$ cat src/rtl/mem_bus_ctrl_pkg.sv
// Shared codes for the MEM-stage data-bus controller:
// access sizes, response error codes and FSM state encodings.
package mem_bus_ctrl_pkg;

  localparam logic [1:0] SizeByte = 2'b00;
  localparam logic [1:0] SizeHalf = 2'b01;
  localparam logic [1:0] SizeWord = 2'b10;

  localparam logic [1:0] ErrOk       = 2'b00;
  localparam logic [1:0] ErrMisalign = 2'b01;
  localparam logic [1:0] ErrBus      = 2'b10;
  localparam logic [1:0] ErrTimeout  = 2'b11;

  typedef enum logic [1:0] {
    StIdle = 2'b00,
    StWait = 2'b01,
    StDone = 2'b10
  } state_t;

endpackage

$ cat src/rtl/mem_lane_align.sv
// Big-endian byte-lane logic: off/size -> sel, store replication,
// load lane extract + extend, misalignment detect. Purely combinational.
module mem_lane_align
  import mem_bus_ctrl_pkg::*;
(
  input  logic [1:0]  off,
  input  logic [1:0]  size,
  input  logic        sgn,
  input  logic [31:0] wdata,
  input  logic [31:0] rdata,
  output logic [3:0]  sel,
  output logic [31:0] wdata_rep,
  output logic [31:0] rdata_ext,
  output logic        misaligned
);

  logic is_byte;
  logic is_half;
  logic [7:0]  lane_b;
  logic [15:0] lane_h;

  assign is_byte = (size == SizeByte);
  assign is_half = (size == SizeHalf);

  always_comb begin
    lane_b = 8'h00;
    unique case (off)
      2'd0: lane_b = rdata[31:24];
      2'd1: lane_b = rdata[23:16];
      2'd2: lane_b = rdata[15:8];
      2'd3: lane_b = rdata[7:0];
      default: lane_b = 8'h00;
    endcase
    lane_h = off[1] ? rdata[15:0] : rdata[31:16];
  end

  // Size code 11 falls into the word arm.
  always_comb begin
    sel        = 4'b1111;
    wdata_rep  = wdata;
    rdata_ext  = rdata;
    misaligned = 1'b0;
    unique case (1'b1)
      is_byte: begin
        sel       = 4'b1000 >> off;
        wdata_rep = {4{wdata[7:0]}};
        rdata_ext = {{24{sgn & lane_b[7]}}, lane_b};
      end
      is_half: begin
        sel        = off[1] ? 4'b0011 : 4'b1100;
        wdata_rep  = {2{wdata[15:0]}};
        rdata_ext  = {{16{sgn & lane_h[15]}}, lane_h};
        misaligned = off[0];
      end
      default: misaligned = (off != 2'b00);
    endcase
  end

endmodule

$ cat src/rtl/mem_bus_ctrl.sv
// MEM-stage load/store bus controller: one ready/ack transaction per request,
// stalls the pipe until done, returns extended load data or an error code.
// Ports: req_* from MEM, stallreq/resp_* back, bus_* to data memory.
module mem_bus_ctrl
  import mem_bus_ctrl_pkg::*;
#(
  parameter int TIMEOUT = 255
) (
  input  logic        clk,
  input  logic        rst,
  input  logic        req_valid,
  input  logic        req_we,
  input  logic [1:0]  req_size,
  input  logic        req_signed,
  input  logic [31:0] req_addr,
  input  logic [31:0] req_wdata,
  input  logic        flush,
  output logic        stallreq,
  output logic        resp_valid,
  output logic [31:0] resp_rdata,
  output logic [1:0]  resp_err,
  output logic        bus_req,
  output logic        bus_we,
  output logic [31:0] bus_addr,
  output logic [3:0]  bus_sel,
  output logic [31:0] bus_wdata,
  input  logic        bus_ack,
  input  logic        bus_err,
  input  logic [31:0] bus_rdata
);

  localparam int CW = (TIMEOUT > 1) ? $clog2(TIMEOUT) : 1;
  localparam logic [CW-1:0] CntLast = CW'(TIMEOUT - 1);

  state_t state_q, state_d;
  logic [CW-1:0] cnt_q, cnt_d;
  logic        disc_q, disc_d;
  logic [1:0]  off_q, off_d;
  logic [1:0]  size_q, size_d;
  logic        sgn_q, sgn_d;
  logic        breq_q, breq_d;
  logic        bwe_q, bwe_d;
  logic [31:0] baddr_q, baddr_d;
  logic [3:0]  bsel_q, bsel_d;
  logic [31:0] bwdata_q, bwdata_d;
  logic [31:0] rdata_q, rdata_d;
  logic [1:0]  err_q, err_d;

  logic        idle;
  logic [1:0]  al_off;
  logic [1:0]  al_size;
  logic        al_sgn;
  logic [3:0]  al_sel;
  logic [31:0] al_wdata;
  logic [31:0] al_rdata;
  logic        al_mis;

  assign idle = (state_q == StIdle);

  // Live request fields while accepting; the latched copy afterwards.
  assign al_off  = idle ? req_addr[1:0] : off_q;
  assign al_size = idle ? req_size : size_q;
  assign al_sgn  = idle ? req_signed : sgn_q;

  mem_lane_align u_align (
    .off        (al_off),
    .size       (al_size),
    .sgn        (al_sgn),
    .wdata      (req_wdata),
    .rdata      (bus_rdata),
    .sel        (al_sel),
    .wdata_rep  (al_wdata),
    .rdata_ext  (al_rdata),
    .misaligned (al_mis)
  );

  always_comb begin
    state_d  = state_q;
    cnt_d    = cnt_q;
    disc_d   = disc_q;
    off_d    = off_q;
    size_d   = size_q;
    sgn_d    = sgn_q;
    breq_d   = breq_q;
    bwe_d    = bwe_q;
    baddr_d  = baddr_q;
    bsel_d   = bsel_q;
    bwdata_d = bwdata_q;
    rdata_d  = rdata_q;
    err_d    = err_q;
    unique case (state_q)
      StIdle: begin
        disc_d = 1'b0;
        cnt_d  = '0;
        if (req_valid && !flush) begin
          off_d  = req_addr[1:0];
          size_d = req_size;
          sgn_d  = req_signed;
          if (al_mis) begin
            state_d = StDone;
            err_d   = ErrMisalign;
            rdata_d = '0;
          end else begin
            state_d  = StWait;
            breq_d   = 1'b1;
            bwe_d    = req_we;
            baddr_d  = {req_addr[31:2], 2'b00};
            bsel_d   = al_sel;
            bwdata_d = al_wdata;
          end
        end
      end
      StWait: begin
        // A flushed access still runs to completion on the bus.
        if (flush) disc_d = 1'b1;
        if (bus_err || bus_ack || cnt_q == CntLast) begin
          state_d  = StDone;
          cnt_d    = '0;
          breq_d   = 1'b0;
          bwe_d    = 1'b0;
          baddr_d  = '0;
          bsel_d   = '0;
          bwdata_d = '0;
          rdata_d  = '0;
          if (bus_err) begin
            err_d = ErrBus;
          end else if (bus_ack) begin
            err_d = ErrOk;
            if (!bwe_q) rdata_d = al_rdata;
          end else begin
            err_d = ErrTimeout;
          end
        end else begin
          cnt_d = cnt_q + 1'b1;
        end
      end
      StDone:  state_d = StIdle;
      default: state_d = StIdle;
    endcase
  end

  always_ff @(posedge clk) begin
    if (rst) begin
      state_q  <= StIdle;
      cnt_q    <= '0;
      disc_q   <= 1'b0;
      off_q    <= '0;
      size_q   <= '0;
      sgn_q    <= 1'b0;
      breq_q   <= 1'b0;
      bwe_q    <= 1'b0;
      baddr_q  <= '0;
      bsel_q   <= '0;
      bwdata_q <= '0;
      rdata_q  <= '0;
      err_q    <= '0;
    end else begin
      state_q  <= state_d;
      cnt_q    <= cnt_d;
      disc_q   <= disc_d;
      off_q    <= off_d;
      size_q   <= size_d;
      sgn_q    <= sgn_d;
      breq_q   <= breq_d;
      bwe_q    <= bwe_d;
      baddr_q  <= baddr_d;
      bsel_q   <= bsel_d;
      bwdata_q <= bwdata_d;
      rdata_q  <= rdata_d;
      err_q    <= err_d;
    end
  end

  assign stallreq   = (idle && req_valid && !flush)
                    || (state_q == StWait);
  assign resp_valid = (state_q == StDone) && !disc_q;
  assign resp_rdata = rdata_q;
  assign resp_err   = err_q;
  assign bus_req    = breq_q;
  assign bus_we     = bwe_q;
  assign bus_addr   = baddr_q;
  assign bus_sel    = bsel_q;
  assign bus_wdata  = bwdata_q;

endmodule

$ cat config.mk
export PLATFORM = sky130hd
export DESIGN_NAME = mem_bus_ctrl
export DESIGN_NICKNAME = d
export VERILOG_FILES = /design/src/rtl/mem_bus_ctrl_pkg.sv /design/src/rtl/mem_lane_align.sv /design/src/rtl/mem_bus_ctrl.sv
export SDC_FILE = /design/constraint.sdc
export NUM_CORES = 1
export LEC_CHECK = 0
export ABC_AREA = 1
export BUFFER_PORTS_ARGS = -buffer_cell sky130_fd_sc_hd__buf_4
export CAP_MARGIN = 20
export CORE_ASPECT_RATIO = 1.4
export CORE_MARGIN = 1
export CORE_UTILIZATION = 40
export CTS_BUF_LIST = sky130_fd_sc_hd__clkbuf_8
export DETAILED_ROUTE_END_ITERATION = 6
export PLACE_DENSITY = 0.67
export SYNTH_ARGS = -nofsm -noshare
export SYNTH_HDL_FRONTEND = slang
export SYNTH_SLANG_ARGS = --single-unit
export TNS_END_PERCENT = 1
$ cat constraint.sdc
create_clock -name clk -period 2.3 [get_ports clk]
set_input_delay 0.46 -clock clk [delete_from_list [all_inputs] [get_ports clk]]
set_output_delay 0.46 -clock clk [all_outputs]
set_load 0.02 [all_outputs]
After elaboration in Yosys (flattened, before gate mapping):

Index checks and enable logic that the tools add are counted.

* bits in registers: 120
* bits of input ports: 106
* output and inout bits: 106
* logic and storage cells: 97

* $add $sub $neg: 1
* eq/ne operators: 12
* shifts and indexed selects: 1
* multiplexer cells: 49
* bitwise gates (word level): 2
* reductions and logical operators: 19

Operators with widths (count)
* 2-to-1 mux 32 bit: 11
* one-hot mux 32 bit (2 select lines): 5
* one-hot mux 8 bit (4 select lines): 1
* 2-to-1 mux 2 bit: 10
* 2-to-1 mux 16 bit: 1
* 2-to-1 mux 4 bit: 4
* one-hot mux 4 bit (2 select lines): 2
* one-hot mux 8 bit (2 select lines): 1
* adder 8 x 1 -> 8 bit, second input constant: 1
* equality test 8 bit, second input constant: 1
* 2-to-1 mux 8 bit: 1
* one-hot mux 1 bit (2 select lines): 4
* one-hot mux 2 bit (2 select lines): 2
* AND reduction 4 bit: 2
* 2-to-1 mux 1 bit: 7
* equality test 2 x 1 -> 1 bit, second input constant: 3
* equality test 2 bit, second input constant: 3
* zero test 2 bit: 3
* != test 2 bit, second input constant: 3
* AND reduction 2 bit: 3
* logical AND 1 bit: 4
* != test 2 x 1 -> 1 bit, second input constant: 2
* nonzero test 2 bit: 2
* >> shifter 4 x 2 -> 4 bit, first input constant: 1
* other kinds (3): 7

Longest topological paths before layout:

Gate-level depths: netlist (run 1).

* depth in word-level cells: 11
* depth in mapped cells: 14
* gate-level depth less buffers: 13

Cells and area by module:

A second synthesis (run 1) with hierarchy kept.

* cells, all modules: 1087
* area total of the unflattened synthesis: 6603.8 um^2

Modules (own cells, without submodules)
* mem_bus_ctrl: instances 1, cells an instance 857, area an instance 5454.0 um^2
* mem_lane_align: instances 1, cells an instance 230, area an instance 1149.9 um^2

Worst setup path after synthesis (run 1):

No wires, ideal clock.

* kind: input to register
* from: input req_valid
* to: register baddr_q[12], in the netlist bus_addr[12]
* data arrival time: 1.723 ns
* data required time: 2.168 ns
* setup slack: 0.445 ns
* stages: 11
* path buffers: 2
* path through: inv_1 > nor3_4 > inv_2 > nand2_1 > nand2_2 > inv_2 > nand2_2 > buf_4 > buf_4 > nand2_1 > a21oi_1

* word-level cells in the longest chain between the ends: 3

Ends and longest elaborated chain
* start, declared: RTL line mem_bus_ctrl.sv:11 `input logic req_valid,`
* logical AND 1 bit: RTL line mem_bus_ctrl.sv:95 `if (req_valid && !flush) begin`
* != test 2 x 1 -> 1 bit (no line)
* AND reduction 4 bit (no line)
* end signal, assigned: RTL line mem_bus_ctrl.sv:166 `baddr_q <= baddr_d;`
* end, declared: RTL line mem_bus_ctrl.sv:43 `logic [31:0] baddr_q, baddr_d;`

Every way passes these cells.
A chain may end at the register's enable or synchronous reset.

Worst setup path after layout (run 1):

* from: register state_q[1]
* to: output stallreq

* word-level cells in the longest chain between the ends: 4
* elaborated cells between the ends (all ways): 5
* classes of those cells: eq/ne (1); reduce/logical (4)

Ends and longest elaborated chain
* start, declared: RTL line mem_bus_ctrl.sv:35 `state_t state_q, state_d;`
* start signal, assigned: RTL line mem_bus_ctrl.sv:144 `state_q <= StIdle;`
* start signal, assigned: RTL line mem_bus_ctrl.sv:158 `state_q <= state_d;`
* zero test 2 bit: RTL line mem_bus_ctrl.sv:58 `assign idle = (state_q == StIdle);`
* logical AND 1 bit (2 in series): RTL line mem_bus_ctrl.sv:174 `assign stallreq = (idle && req_valid && !flush)`
* logical OR 1 bit (*): RTL line mem_bus_ctrl.sv:175 `|| (state_q == StWait);`
* end, declared: RTL line mem_bus_ctrl.sv:18 `output logic stallreq,`

Mark *: on every way between the ends. The rest lies on a longest branch, timed or not.

==> results.txt, run 1 <==
----------------------------------------------------
[Yosys]
  Mean instance size in the synthesized netlist ... 7.01 sq um
  Count of distinct cell types in the synthesized netlist ... 38
  Post-synthesis sequential area ratio ... 42.5%
  Mapped cell area ... 0.00556 sq mm
  Syn Inst Count ... 793
  Synthesis warning total ... 0
  Top cells by area in the synthesized netlist ... sky130_fd_sc_hd__dfxtp_1, sky130_fd_sc_hd__nand2_1, sky130_fd_sc_hd__a21oi_1
  Post-synth EDFFs ... 0
  Share of Yosys cell area claimed by the top area cell type ... 42.5%
  Total of flip-flops plus latches after synthesis ... 118
  Asr flop ratio synth ... 0%
  Dominant cell type by area after synthesis ... sky130_fd_sc_hd__dfxtp_1
  Prevailing post-synth register cell ... sky130_fd_sc_hd__dfxtp_1

[GRT]
  Wire length of the first global-routing pass ... 26.8 mm
  Antenna violations before repair ... 0
  Pin count of the biggest net entering global routing ... 51
  GR Util All Layers ... 24.2%
  Congestion Overflow GR ... 0
  Via count of the first global-routing pass ... 5444

[Worst setup path]
  Sort of element at the end of the critical path ... output pin
  Critical path's slowest cell ... sky130_fd_sc_hd__dfxtp_1
  Cell breakdown of the critical path ... inv_1 -> nand2_4 -> nor3_4 -> inv_2 -> nand2_1 -> buf_4
  Data required time at the worst endpoint ... 1.84 ns
  Kind of launch point of the worst setup path ... flop
  WS Path Type ... flop to output pin
  Delay contributed by the slowest stage of the critical path ... 0.37 ns
  Largest delay share family, worst path ... simple AND/OR/NAND/NOR gates
  Buffers & Inverters on Critical Path ... 3
  Largest fanout on the critical path ... 9
  Data arrival time at the worst-slack endpoint ... 1.69 ns

[Timing]
  RSZ-0062 raised after global routing ... no
  Final cycle utilization of the critical path ... 93.3%
  Post-layout worst setup margin ... 0.154 ns
  Total negative setup slack ... 0 ns
  Setup Skew ... 0.00644 ns
  Tmin final ... 2.15 ns
  Achievable clock frequency ... 466 MHz
  Number of failing setup endpoints in the final timing report ... 0
  Count of pins over their slew limit ... 0
  Hold Vio Cnt, Final ... 0

[CTS]
  Cells resized by post-CTS repair ... 0
  Clock latency reported for the late side of the worst-skew pair ... 0.43 ns
  Hold-fix buffer count after cts ... 0
  Clock tree root buffer cell ... sky130_fd_sc_hd__clkbuf_8
  Register clock-pin slew on the reported worst setup and hold paths ... 0.08 ns
  Count of clock tree sinks ... 118
  TritonCTS clock tree ... yes
  CTS Buf Count ... 17
  H-Tree Level Count ... 4
  Maximum clock insertion buffer count ... 2
  Number of post-CTS setup repair buffers ... 0

[Pwr]
  Leakage dissipation ... 3.54 nW
  Worst IR Drop VDD ... 368 uV
  Power Density ... 782 mW/mm^2

[Floorplanning]
  Die height ... 141 um
  Die extent in x ... 102 um
  Initial core utilization ... 41.3%
  Die Footprint ... 0.0144 sq mm
  Ports placed on the boundary ... 212
  Placement Rows ... 50
  Area of the core region ... 0.0135 sq mm

[Place]
  Number of placed instances, taps included ... 1161
  HPWL reported at the end of detailed placement ... 12.6 mm
  IO Port Bufs ... 209
  Worst Setup Slack post-DPL ... 0.266 ns
  Routability Congestion ... 0.885
  Placed standard-cell area ... 0.00731 sq mm

[Drt]
  Vias per cell ... 4.85
  Routed wirelength normalized by instance count ... 14.5 um
  Total routed wirelength ... 17.2 mm
  Number of nets with antenna violations after detailed routing ... 0
  Drt initial violations ... 251
  Drt first pass iters ... 5
  Number of design rule violations left after detail routing ... 0
  Total via count in the routed design ... 5783

[Run]
  MaxCap Viol Count ... 0

[Finish]
  Footprint of the multi-input gates ... 0.00277 sq mm
  # diodes ... 0
  Sequential cell area in the final layout ... 0.00236 sq mm
  Area Overhead vs Synth ... 39.6%
  Most common cell after layout, fill and taps aside ... sky130_fd_sc_hd__nand2_1
  Final #Nets ... 1106
  Most frequent cells in the layout ... sky130_fd_sc_hd__nand2_1, sky130_fd_sc_hd__buf_4, sky130_fd_sc_hd__dfxtp_1
  Number of fill cells in the layout ... 1330
  Total non-filler cell area in the finished layout ... 0.00776 sq mm
  Layout cells sized above 1 ... 31.4%
  Fin cells ... 1193
  Fin util ... 57.7%

[Run status]
  Outcome ... finished clean

[Hold path]
  Type of the worst min-delay path ... input port to flop

----------------------------------------------------
[stage by stage]
step | hold slack (ns) | total power, W
2_1_floorplan | 0.457 | 0.00336
3_3_place_gp | 0.442 | 0.00400
3_5_place_dp | 0.450 | 0.00401
4_1_cts | 0.256 | 0.00613
5_1_grt | 0.250 | 0.00640
6_report | 0.284 | 0.00607
[where the power goes]
group | switching (W) | total [W] | internal (W)
clock | 0.000900 | 0.00212 | 0.00122
combinational | 0.00103 | 0.00167 | 0.000641
sequential | 0.0000870 | 0.00228 | 0.00219
[final cells by class]
| type | count | share of cell area, % |
|---|---|---|
| Inverter | 50 | 2.45 |
| Multi-Input combinational cell | 583 | 35.7 |
| Tap cell | 182 | 2.93 |
| Clock inverter | 14 | 2.56 |
| Timing Repair Buffer | 228 | 22.7 |
| Sequential cell | 118 | 30.4 |
| Clock buffer | 18 | 3.19 |
[flip-flops by register name (all words and copies together), names as in the netlist, 2 cells and up]
name        count
bus_wdata      32
resp_rdata     32
bus_addr       30
cnt_q           8
bus_sel         4
off_q           2
resp_err        2
size_q          2
state_q         2
[worst paths after layout]
| path | startpoint | end | slack (ns) | depth (start not counted) |
|---|---|---|---|---|
| hold / removal | req_addr[2] | bus_addr[2] | 0.28 | 3 |
| setup reg to reg | state_q[1] | resp_rdata[19] | 0.26 | 12 |
| hold reg to reg | resp_err[0] | resp_err[0] | 0.46 | 2 |
| setup / recovery | state_q[1] | stallreq | 0.15 | 6 |
[synth_stat cells (3+ instances only)]
| master | instances |
|---|---|
| sky130_fd_sc_hd__a21oi_1 | 114 |
| sky130_fd_sc_hd__a21oi_2 | 10 |
| sky130_fd_sc_hd__buf_2 | 11 |
| sky130_fd_sc_hd__buf_4 | 6 |
| sky130_fd_sc_hd__buf_6 | 5 |
| sky130_fd_sc_hd__clkbuf_1 | 20 |
| sky130_fd_sc_hd__dfxtp_1 | 118 |
| sky130_fd_sc_hd__inv_1 | 45 |
| sky130_fd_sc_hd__inv_2 | 3 |
| sky130_fd_sc_hd__nand2_1 | 293 |
| sky130_fd_sc_hd__nand2_2 | 18 |
| sky130_fd_sc_hd__nand3_1 | 25 |
| sky130_fd_sc_hd__nor2_1 | 25 |
| sky130_fd_sc_hd__nor2_4 | 4 |
| sky130_fd_sc_hd__nor3_1 | 3 |
| sky130_fd_sc_hd__o211ai_1 | 9 |
| sky130_fd_sc_hd__o21ai_0 | 41 |
| sky130_fd_sc_hd__o21ai_1 | 9 |
| sky130_fd_sc_hd__or2_2 | 9 |
[tightest hold or removal path, stage by stage]
cell and delay [ns]:
sky130_fd_sc_hd__buf_4 0.11, sky130_fd_sc_hd__nand2_1 0.05, sky130_fd_sc_hd__a21oi_1 0.05
[layer usage]
layer	part of all wire [%]	vias up	global-route usage (%)
li1	-	2964	-
met2	51	227	44.0
met5	0	-	0
met3	7.6	27	5.96
met1	39	2565	26.4
met4	2.4	0	9.84
[cells by family after synthesis]
| logic type | Yosys count | share of synthesized area [%] |
|---|---|---|
| compound gates | 186 | 18.1 |
| xor+xnor | 3 | 0.473 |
| fa+ha+maj | 2 | 0.450 |
| buf+inv | 93 | 7.85 |
| flops | 118 | 42.5 |
| other cells | 1 | 0.0675 |
| simple gates | 390 | 30.6 |
Power figures use the tool's default switching activity.
==> run 2: changes to the inputs <==
- CORE_ASPECT_RATIO: 1.4 -> 1.75
==> results.txt, run 2 (same netlist as run 1, synthesis figures left out) <==
----------------------------------------------------
[Worst setup path]
  WS Path Type ... flop to flop
  Critical path's slowest cell ... sky130_fd_sc_hd__dfxtp_1
  Largest fanout on the critical path ... 26 (+17)
  Cell breakdown of the critical path ... inv_2 -> nand2_4 -> nand2_2 -> nand2_4 -> nor2_8 -> inv_4 -> nand2_1 -> nand2_2 -> nor2_4 -> buf_12 -> buf_4 -> nand2_1 -> a21oi_1
  Delay contributed by the slowest stage of the critical path ... 0.37 ns (about the same)
  Data required time at the worst endpoint ... 2.66 ns (+0.82 ns)
  Sort of element at the end of the critical path ... flop
  Kind of launch point of the worst setup path ... flop
  Data arrival time at the worst-slack endpoint ... 2.44 ns (+0.75 ns)

[Floorplanning]
  Initial core utilization ... 41.3% (about the same)
  Placement Rows ... 56 (+12%)
  Ports placed on the boundary ... 212 (unchanged)
  Area of the core region ... 0.0135 sq mm (about the same)
  Die Footprint ... 0.0144 sq mm (about the same)
  Die extent in x ... 91.1 um (-10%)
  Die height ... 158 um (+12%)

[Drt]
  Total via count in the routed design ... 5831 (+0.83%)
  Drt first pass iters ... 4 (-1)
  Vias per cell ... 4.92 (+1.6%)
  Number of design rule violations left after detail routing ... 0 (unchanged)
  Routed wirelength normalized by instance count ... 15.3 um (+6.1%)
  Total routed wirelength ... 18.1 mm (+5.3%)
  Drt initial violations ... 245 (-2.4%)
  Number of nets with antenna violations after detailed routing ... 0 (unchanged)

[Timing]
  Total negative setup slack ... 0 ns (unchanged)
  Tmin final ... 2.08 ns (-0.0698 ns)
  Number of failing setup endpoints in the final timing report ... 0 (unchanged)
  Achievable clock frequency ... 482 MHz (+3.4%)
  RSZ-0062 raised after global routing ... no
  Count of pins over their slew limit ... 0 (unchanged)
  Setup Skew ... 0.0122 ns (+0.00574 ns)
  Hold Vio Cnt, Final ... 0 (unchanged)
  Post-layout worst setup margin ... 0.223 ns (+0.0698 ns)
  Final cycle utilization of the critical path ... 90.3% (-3.0 points)

[Finish]
  Final #Nets ... 1105 (-0.090%)
  Fin util ... 57.1% (-0.62 points)
  # diodes ... 0 (unchanged)
  Most common cell after layout, fill and taps aside ... sky130_fd_sc_hd__nand2_1
  Layout cells sized above 1 ... 31.4% (about the same)
  Most frequent cells in the layout ... sky130_fd_sc_hd__nand2_1, sky130_fd_sc_hd__buf_4, sky130_fd_sc_hd__dfxtp_1
  Total non-filler cell area in the finished layout ... 0.00768 sq mm (-1.1%)
  Area Overhead vs Synth ... 38.1%

[CTS]
  Maximum clock insertion buffer count ... 2 (unchanged)
  H-Tree Level Count ... 4 (unchanged)
  TritonCTS clock tree ... yes
  Clock tree root buffer cell ... sky130_fd_sc_hd__clkbuf_8
  Clock latency reported for the late side of the worst-skew pair ... 0.43 ns (about the same)
  Register clock-pin slew on the reported worst setup and hold paths ... 0.08 ns (about the same)
  CTS Buf Count ... 17 (unchanged)
  Count of clock tree sinks ... 118 (unchanged)

[GRT]
  Wire length of the first global-routing pass ... 27.4 mm (+2.4%)
  GR Util All Layers ... 24.8% (+0.62 points)
  Congestion Overflow GR ... 0 (unchanged)
  Via count of the first global-routing pass ... 5351 (-1.7%)
  Pin count of the biggest net entering global routing ... 92 (+80%)
  Antenna violations before repair ... 0 (unchanged)

[Place]
  Routability Congestion ... 0.934 (+5.5%)
  Worst Setup Slack post-DPL ... 0.179 ns (-0.0872 ns)
  IO Port Bufs ... 209 (unchanged)
  Placed standard-cell area ... 0.00726 sq mm (-0.72%)
  HPWL reported at the end of detailed placement ... 13.2 mm (+4.8%)

[Pwr]
  Worst IR Drop VDD ... 503 uV (+37%)
  Power Density ... 753 mW/mm^2 (-3.8%)
  Leakage dissipation ... 3.51 nW (-0.76%)

[Run status]
  Outcome ... finished clean

[Run]
  MaxCap Viol Count ... 0 (unchanged)

[Hold path]
  Type of the worst min-delay path ... input port to flop

----------------------------------------------------
run 2: timing repair:
item,4_1_cts,5_1_grt
resized for setup,0,2
setup endpoints to repair,0,29
hold buffers,0,0
setup buffers,0,2
run 2: stage by stage:
stage	power [W]	hold slack [ns]	instances
6_report	0.00578	0.255	1184
4_1_cts	0.00579	0.242	1181
3_5_place_dp	0.00400	0.455	1149
5_1_grt	0.00609	0.257	1184
3_3_place_gp	0.00399	0.453	1149
2_1_floorplan	0.00336	0.457	794
run 2: area by class of cell:
type                    instances  area [sq um]
flip-flops and latches        118          2360
clock inverters                14           125
multi-input cells             583          2770
fillers                      1388          5770
well taps                     174           218
repair buffers                227          1760
inverters                      50           190
clock buffers                  18           248
run 2: power breakdown:
part | switching (W) | internal (W) | leakage (nW) | total [W]
Clock | 0.000907 | 0.000889 | 0.186 | 0.00180
Sequential | 0.0000901 | 0.00219 | 0.958 | 0.00228
Combinational | 0.00106 | 0.000643 | 2.37 | 0.00170
Total | 0.00206 | 0.00372 | 3.51 | 0.00578
run 2: path summary, 6_finish.rpt:
path / startpoint / to / slack (ns) / cells after the start
setup / recovery: state_q[0] / bus_wdata[18] / 0.22 / 13
hold / removal: req_signed / sgn_q / 0.26 / 3
setup reg to reg: state_q[0] / bus_wdata[18] / 0.22 / 13
hold reg to reg: resp_err[0] / resp_err[0] / 0.46 / 2
run 2: worst max-delay path, delay by kind of cell (launching register included):
kind / cells / cell delay [ns]
simple gates: 8 / 0.91
buf+inv: 4 / 0.61
flops: 1 / 0.37
compound gates: 1 / 0.12
run 2: routing by layer:
layer	track usage [%]	vias to the layer above	share of wire, %
met5	0	-	0
met3	5.48	29	4.7
met1	25.7	2660	38
met2	47.9	180	55
li1	-	2962	-
met4	9.98	0	2.4
